[src/rtl/mips_greg_bank.sv]
// mips_greg_bank: general-purpose register bank with two combinational
// read ports, one write port, a per-register pending-write scoreboard and
// a sequential clear engine that zeroes one register per cycle.
//
// Parameters:
//   DATA_W   register width in bits
//   ADDR_W   address width (2**ADDR_W registers)
//   ZERO_REG 1 = register 0 reads as zero and ignores writes/pend sets
//
// Ports:
//   clk, rst                   clock, asynchronous active-high reset
//   rd_addr_1/2                read addresses
//   rd_data_1/2, rd_pend_1/2   read data and pending bit per port
//   wr_en, wr_addr, wr_data    write port (ignored while clearing)
//   pend_set, pend_addr        mark a register as awaiting a write
//   clr_req                    start a full-bank clear
//   clr_busy                   clear sequence in progress
//
// Optional feature macro: GREG_BYPASS_EN
//   Defined: a write in flight is forwarded to any read port addressing the
//   same register in the same cycle (data = wr_data, pending = 0).
//   Undefined: reads see stored contents only.

module mips_greg_bank #(
    parameter int DATA_W   = 32,
    parameter int ADDR_W   = 5,
    parameter int ZERO_REG = 1
) (
    input  logic              clk,
    input  logic              rst,
    input  logic [ADDR_W-1:0] rd_addr_1,
    input  logic [ADDR_W-1:0] rd_addr_2,
    output logic [DATA_W-1:0] rd_data_1,
    output logic [DATA_W-1:0] rd_data_2,
    output logic              rd_pend_1,
    output logic              rd_pend_2,
    input  logic              wr_en,
    input  logic [ADDR_W-1:0] wr_addr,
    input  logic [DATA_W-1:0] wr_data,
    input  logic              pend_set,
    input  logic [ADDR_W-1:0] pend_addr,
    input  logic              clr_req,
    output logic              clr_busy
);

    localparam int unsigned NREG = 2**ADDR_W;

    typedef enum logic {
        IDLE  = 1'b0,
        CLEAR = 1'b1
    } state_t;

    state_t            state;
    state_t            state_next;
    logic [ADDR_W-1:0] clr_idx;
    logic [DATA_W-1:0] regs [NREG];
    logic [NREG-1:0]   pend;
    logic              wr_ok;
    logic              pend_ok;

    function automatic logic is_zero_reg(input logic [ADDR_W-1:0] a);
        return (ZERO_REG != 0) && (a == '0);
    endfunction

    assign clr_busy = (state == CLEAR);

    // Writes and pend sets are dropped while clearing and, with a hardwired
    // zero register, when they target register 0.
    assign wr_ok   = wr_en    && !clr_busy && !is_zero_reg(wr_addr);
    assign pend_ok = pend_set && !clr_busy && !is_zero_reg(pend_addr);

    // ---------------- clear FSM ----------------
    always_comb begin
        state_next = state;
        case (state)
            IDLE:    if (clr_req)         state_next = CLEAR;
            CLEAR:   if (clr_idx == '1)   state_next = IDLE;
            default:                      state_next = IDLE;
        endcase
    end

    // The index wraps to 0 on the final clear edge, ready for the next run.
    always_ff @(posedge clk or posedge rst) begin
        if (rst) begin
            state   <= IDLE;
            clr_idx <= '0;
        end else begin
            state <= state_next;
            if (state == CLEAR)
                clr_idx <= clr_idx + 1'b1;
        end
    end

    // ---------------- storage ----------------
    always_ff @(posedge clk or posedge rst) begin
        if (rst) begin
            regs <= '{default: '0};
        end else if (state == CLEAR) begin
            regs[clr_idx] <= '0;
        end else if (wr_ok) begin
            regs[wr_addr] <= wr_data;
        end
    end

    // ---------------- scoreboard ----------------
    // The set is applied after the write-clear so a same-edge set wins.
    always_ff @(posedge clk or posedge rst) begin
        if (rst) begin
            pend <= '0;
        end else if (state == CLEAR) begin
            pend[clr_idx] <= 1'b0;
        end else begin
            if (wr_ok)
                pend[wr_addr] <= 1'b0;
            if (pend_ok)
                pend[pend_addr] <= 1'b1;
        end
    end

    // ---------------- read ports ----------------
    always_comb begin
        rd_data_1 = regs[rd_addr_1];
        rd_pend_1 = pend[rd_addr_1];
        if (is_zero_reg(rd_addr_1)) begin
            rd_data_1 = '0;
            rd_pend_1 = 1'b0;
        end
`ifdef GREG_BYPASS_EN
        if (wr_ok && (wr_addr == rd_addr_1)) begin
            rd_data_1 = wr_data;
            rd_pend_1 = 1'b0;
        end
`endif
    end

    always_comb begin
        rd_data_2 = regs[rd_addr_2];
        rd_pend_2 = pend[rd_addr_2];
        if (is_zero_reg(rd_addr_2)) begin
            rd_data_2 = '0;
            rd_pend_2 = 1'b0;
        end
`ifdef GREG_BYPASS_EN
        if (wr_ok && (wr_addr == rd_addr_2)) begin
            rd_data_2 = wr_data;
            rd_pend_2 = 1'b0;
        end
`endif
    end

endmodule

[config.mk]
export PLATFORM = sky130hd
export DESIGN_NAME = mips_greg_bank
export DESIGN_NICKNAME = d
export VERILOG_FILES = /design/src/rtl/mips_greg_bank.sv
export SDC_FILE = /design/constraint.sdc
export NUM_CORES = 2
export LEC_CHECK = 0
export ABC_AREA = 0
export BUFFER_PORTS_ARGS = -buffer_cell sky130_fd_sc_hd__buf_2
export CORE_MARGIN = 2
export CORE_UTILIZATION = 60
export CTS_CLUSTER_SIZE = 12
export DETAILED_ROUTE_END_ITERATION = 10
export HOLD_SLACK_MARGIN = 0.02
export PLACE_DENSITY = 0.77
export SLEW_MARGIN = 5
export SYNTH_ARGS = -nofsm -noshare
export SYNTH_HDL_FRONTEND = slang
export SYNTH_SLANG_ARGS = --single-unit
[constraint.sdc]
create_clock -name clk -period 46.9 [get_ports clk]
set_clock_uncertainty 0.1 [all_clocks]
set_input_delay 9.38 -clock clk [delete_from_list [all_inputs] [get_ports clk]]
set_output_delay 9.38 -clock clk [all_outputs]
set_load 0.01 [all_outputs]
Word level (Yosys, flattened, before mapping)
Index checks and enable logic that the tools add are counted.

operators by class
  add/subtract/negate cells = 1
  multiply operators = 0
  divide/modulo/power cells = 0
  order comparisons = 14
  equality and inequality tests = 1
  shifts and indexed selects = 0
  muxes and demuxes = 34
  bitwise gates (word level) = 12
  reductions and logical operators = 17

operators by type and width
  operator                                             count
  2-to-1 mux 1024 bit                                  2
  AND 1024 bit                                         1
  bitwise mux 1024 bit                                 1
  NOT 1024 bit                                         1
  2-to-1 mux 32 bit                                    12
  binary-select mux 32 bit (select 5 bit)              2
  demux 32 bit (select 5 bit)                          2
  AND 32 bit                                           2
  NOT 32 bit                                           2
  OR 32 bit                                            1
  < comparator 5 x 6 -> 1 bit, second input constant   5
  >= comparator 6 bit, second input constant           4
  NOT 5 -> 6 bit                                       4
  zero test 5 bit                                      4
  demux 1 bit (select 5 bit)                           3
  >= comparator 5 x 1 -> 1 bit, second input constant  3
  < comparator 6 x 1 -> 1 bit, second input constant   2
  binary-select mux 1 bit (select 5 bit)               2
  logical AND 1 bit                                    9
  2-to-1 mux 1 bit                                     9
  adder 5 x 1 -> 5 bit, second input constant          1
  equality test 5 bit, second input constant           1
  zero test 1 bit                                      3
  one-hot mux 1 bit (2 select lines)                   1
  other kinds (2)                                      2

word-level totals
  register bits = 1062
  bits in latches = 0
  RAM bits = 0
  ROM bits = 0
  input port bits = 57
  output and inout port bits = 67
  logic and storage cells = 114
  memories kept = 0

Longest topological paths before layout
  depth after elaboration = 11
  depth in mapped cells = 8
  depth with buffers taken out = 5

Worst setup path after synthesis
OpenSTA, ideal clock, no wires.

  kind = input -> output
  start point = input rd_addr_1[0]
  end point = output rd_data_1[11]
  arrival = 10.986 ns
  required time = 37.420 ns
  slack = 26.434 ns
  stages = 7
  path buffers = 4
  cells stage by stage = buf_2 inv_1 buf_2 buf_1 clkbuf_1 o2111ai_1 a311oi_1

between the ends
  longest elaborated chain between the ends = 5
  elaborated cells between the ends (all ways) = 6
  classes of those cells = 4 x mux; 1 x bitwise; 1 x reduce/logical

ends and longest elaborated chain
  element                                               line  RTL
  start: declaration                                    31    input logic [ADDR_W-1:0] rd_addr_1,
  NOT 5 -> 6 bit (implied by the code)                  122   rd_data_1 = regs[rd_addr_1];
  binary-select mux 32 bit (select 5 bit)               122
  2-to-1 mux 32 bit (implied by the code) (2 in a row)  122
  2-to-1 mux 32 bit (*)                                 124   if (is_zero_reg(rd_addr_1)) begin
  end: declaration                                      33    output logic [DATA_W-1:0] rd_data_1,

Every way passes the cells marked *; elsewhere a longest branch is shown, timed or not. The select of a mux whose other input is x is not followed.

Final worst setup path
  start point = input rd_addr_2[1]
  end point = output rd_data_2[26]

between the ends
  longest elaborated chain between the ends = 5
  elaborated cells between the ends (all ways) = 6
  classes of those cells = 4 x mux; 1 x bitwise; 1 x reduce/logical

ends and longest elaborated chain
  element                                               line  RTL
  start: declaration                                    32    input logic [ADDR_W-1:0] rd_addr_2,
  NOT 5 -> 6 bit (implied by the code)                  137   rd_data_2 = regs[rd_addr_2];
  binary-select mux 32 bit (select 5 bit)               137
  2-to-1 mux 32 bit (implied by the code) (2 in a row)  137
  2-to-1 mux 32 bit (*)                                 139   if (is_zero_reg(rd_addr_2)) begin
  end: declaration                                      34    output logic [DATA_W-1:0] rd_data_2,

Marks and branches as above.

==> results.py <==
metrics = {
    "final_layout": {
        "design.final.nets": 3885,
        "syn_to_final_growth_pct": 9.47,
        "drive_above_1_share": 0.264,
    },
    "synth": {
        "netlist_top_cells_area": "dfrtp_1 48%, mux4_2 19%, a22o_1 16%",
        "avgSynthCellArea_um2": 13.8,
        "synth_fp_nets": 4045,
        "flip_flop_and_latch_count_after_synthesis": 1062,
        "syn_area_mm2": 0.0548,
        "gate_count_after_technology_mapping": 3983,
        "yosysSeqAreaShare": 0.485,
        "synth_top_cell_area_share": 0.485,
        "synth_top_area_cell": "dfrtp_1",
        "ys.warnings.count": 0,
        "synth_cell_types": 47,
    },
    "global_routing": {
        "grt_first_pass_wirelength_um": 296000,
        "grt_overflow": 0,
        "grt_antenna_before_repair": 8,
        "grt_start_max_net_pins": 141,
        "first_global_vias": 43300,
        "track_usage": 0.432,
    },
    "clock_tree": {
        "number_of_buffers_inserted_to_repair_setup_after_cts": 0,
        "tritoncts.num_buffers": 113,
        "cts_htree_levels": 3,
        "cts.clk_slew.worst_paths_ns": 0.06,
        "ctsRootBufferMaster": "clkbuf_16",
        "post_cts_hold_buffer_count": 0,
        "clk_path_buf_depth": 3,
        "cts.repair.resized": 0,
        "worstSkewPairLatency_ns": 0.72,
        "clock-sinks": 1062,
        "tritoncts": "built",
    },
    "timing": {
        "finalMaxSlewViolations": 0,
        "grt_setup_unrepaired": "false",
        "timing.max_slew.rel_slack": 0.0466,
        "report.final.hold_viol_count": 0,
        "setup_viol_count_final": 0,
        "final.period_utilization": 0.496,
        "finalSetupTns_ns": 0,
        "layout_min_cycle_time_ns": 23.28,
        "timing_worst_slew_pin_value_ns": 1.42,
        "achievable-frequency_mhz": 43.0,
    },
    "worst_setup_path": {
        "worstSetupStartpoint": "rd_addr_2[1]",
        "register_to_register_setup_slack_ns": 43.03,
        "source_of_the_worst_register_to_register_timing_path": "clr_busy",
        "setup.worst_path.class": "in -> out",
        "worst_setup_path_endpoint": "rd_data_2[26]",
        "cp_max_fo": 42,
        "critical_path_arrival_ns": 13.80,
        "cp-start-kind": "input port",
        "required_time_worst_endpoint_ns": 37.42,
        "critical_path.reg2reg.endpoint": "regs[100]",
        "reg2regPathDepth": 8,
        "crit_path_end_kind": "primary output",
    },
    "route": {
        "detailedRoute.firstIterationViolations": 7600,
        "antenna_left": 0,
        "route.detailed.wl_per_inst_um": 39.9,
        "detail_routed_via_count_per_cell": 8.59,
        "route.final.wire_length_um": 203000,
        "first_pass_iters": 7,
        "detailroute.via_count": 43800,
        "drt_drc_violations_left": 0,
    },
    "floorplanning": {
        "initial_utilization": 0.607,
        "floorplan.die.height_um": 306,
        "core_area_mm2": 0.0903,
        "top_level_ports": 124,
        "die_x_um": 306,
        "design.die.area_mm2": 0.0938,
        "core.rowCount": 110,
    },
    "hold_path": {
        "holdCritPathClass": "reg -> reg",
        "hold_path_stages": 1,
    },
    "placement": {
        "hpwlAfterDp_um": 108000,
        "place_congestion": 0.889,
        "io_buffers": 123,
    },
    "pwr": {
        "finalPower_w": 0.00230,
        "vdd_drop_max_uv": 37.3,
        "powerDensity_mw_per_mm2": 38.4,
        "p_leak_nw": 26.4,
    },
    "run_status": {
        "run_status": "finished clean",
    },
    "flow_run": {
        "drv.max_cap_violation_count": 0,
    },
}
==> final cells by class <==
type / instances / area (um^2)
Multi-Input combinational cell: 2392 / 26600
Antenna cell: 11 / 27.5
Tap cell: 1176 / 1470
Fill cell: 6197 / 30300
Sequential cell: 1062 / 26600
Inverter: 11 / 52.6
Timing Repair Buffer: 243 / 1590
Clock buffer: 168 / 3310
Clock inverter: 34 / 372
==> Yosys cell counts (all sizes together) <==
| cell type | count |
|---|---|
| o21ai | 128 |
| a22o | 1005 |
| inv | 11 |
| mux4 | 462 |
| and3 | 2 |
| mux2i | 132 |
| dfrtp | 1062 |
| nor2b | 105 |
| nand2 | 78 |
| nor3 | 10 |
| a2bb2oi | 5 |
| or3 | 1 |
| a311oi | 66 |
| nand4b | 1 |
| a211oi | 66 |
| and3b | 3 |
| nor2 | 39 |
| or3b | 4 |
| nand4 | 1 |
| o2111ai | 17 |
| or4b | 1 |
| xnor2 | 1 |
| mux2 | 67 |
| nand3b | 4 |
| nor3b | 3 |
| nor4 | 1 |
| nand3 | 1 |
| xor2 | 2 |
| nand4bb | 2 |
| a22oi | 77 |
| or4 | 2 |
| clkbuf | 354 |
| ha | 5 |
| nand2b | 4 |
| buf | 164 |
| and2 | 8 |
| a32o | 2 |
| or2 | 2 |
| a221oi | 49 |
| a21oi | 36 |
==> kinds of logic (layout without fill, tap and decap cells) <==
logic type	Yosys count	after routing	share of synthesized area
compound gates	1451	1451	0.218
fa+ha+maj	5	5	0.00114
other cells	0	11	0
flops	1062	1062	0.485
xor+xnor	3	3	0.000479
simple gates	272	272	0.0280
mux	661	661	0.228
buf+inv	529	456	0.0403
==> cell usage in the layout (no fill, tap or decap), types with 3 or more instances in the layout <==
| cell | synthesis | routed |
|---|---|---|
| buf_2 | 145 | 117 |
| nor3_4 | 7 | 8 |
| clkbuf_16 | 0 | 114 |
| nor2_4 | 0 | 26 |
| and2_1 | 8 | 5 |
| a311oi_1 | 66 | 66 |
| o21ai_0 | 128 | 128 |
| mux2i_1 | 132 | 132 |
| nor2b_4 | 0 | 4 |
| diode_2 | 0 | 11 |
| a22o_1 | 1005 | 1005 |
| nor2b_1 | 105 | 101 |
| ha_1 | 5 | 5 |
| nor3b_2 | 0 | 3 |
| and3b_1 | 3 | 3 |
| mux4_2 | 462 | 462 |
| and2_2 | 0 | 3 |
| inv_6 | 0 | 3 |
| buf_4 | 12 | 118 |
| clkinv_8 | 0 | 3 |
| a2bb2oi_1 | 5 | 5 |
| a221oi_1 | 49 | 49 |
| a22oi_1 | 77 | 77 |
| nand2_1 | 78 | 78 |
| clkbuf_8 | 0 | 25 |
| clkbuf_1 | 354 | 29 |
| clkinv_2 | 0 | 21 |
| bufinv_16 | 0 | 6 |
| or3b_1 | 3 | 3 |
| nor2_1 | 36 | 13 |
| a21oi_1 | 32 | 5 |
| dfrtp_1 | 1062 | 1062 |
| o2111ai_1 | 17 | 17 |
| nand3b_1 | 4 | 4 |
| a211oi_1 | 66 | 66 |
| mux2_2 | 67 | 67 |
| a21oi_4 | 0 | 31 |
| buf_8 | 0 | 5 |
| inv_1 | 11 | 8 |
==> flip-flops by register name, summed over array words and instances, names as in the netlist <==
register / count
regs: 1024
clr_busy: 1
pend: 32
clr_idx: 5
==> layer usage <==
metal | GRT usage | vias to the layer above | wire length [um]
met5 | 0.0129 | - | 181
met4 | 0.259 | 8 | 13700
met3 | 0.192 | 948 | 34400
met2 | 0.592 | 4589 | 85900
met1 | 0.568 | 22400 | 69000
li1 | - | 15800 | -
==> how the worst min path moves through the flow <==
stage | slack (ns) | startpoint | end
after global placement | 0.39 | regs[106] | regs[106]
after floorplan | 0.38 | pend[0] | pend[0]
after detailed placement | 0.40 | regs[599] | regs[599]
after global routing | 0.43 | regs[534] | regs[534]
final | 0.42 | regs[345] | regs[345]
after CTS | 0.42 | regs[31] | regs[31]
==> report_power, final <==
group / internal [W] / switching (W)
sequential: 0.000964 / 0.0000434
clock: 0.000517 / 0.000389
combinational: 0.000128 / 0.000263
total: 0.00161 / 0.000696
==> stage by stage <==
step / util / instances / worst slack (ns) / hold WS [ns] / instance area [um^2]
final: 0.665 / 5097 / 23.62 / 0.417 / 60000
after global routing: 0.664 / 5088 / 23.67 / 0.431 / 60000
after CTS: 0.664 / 5085 / 23.84 / 0.418 / 60000
after detailed placement: 0.624 / 4883 / 23.84 / 0.397 / 56300
after global placement: 0.624 / 4883 / 23.93 / 0.393 / 56300
after floorplan: - / 3983 / 7.53 / 0.377 / 54800
==> worst max-delay path, cell delays in order <==
cell and delay, ns:
buf_8 0.34, buf_4 0.69, buf_4 0.80, or4_2 1.00, o21ai_0 0.26, a311oi_1 0.94, buf_2 0.29
Power figures use the tool's default switching activity.
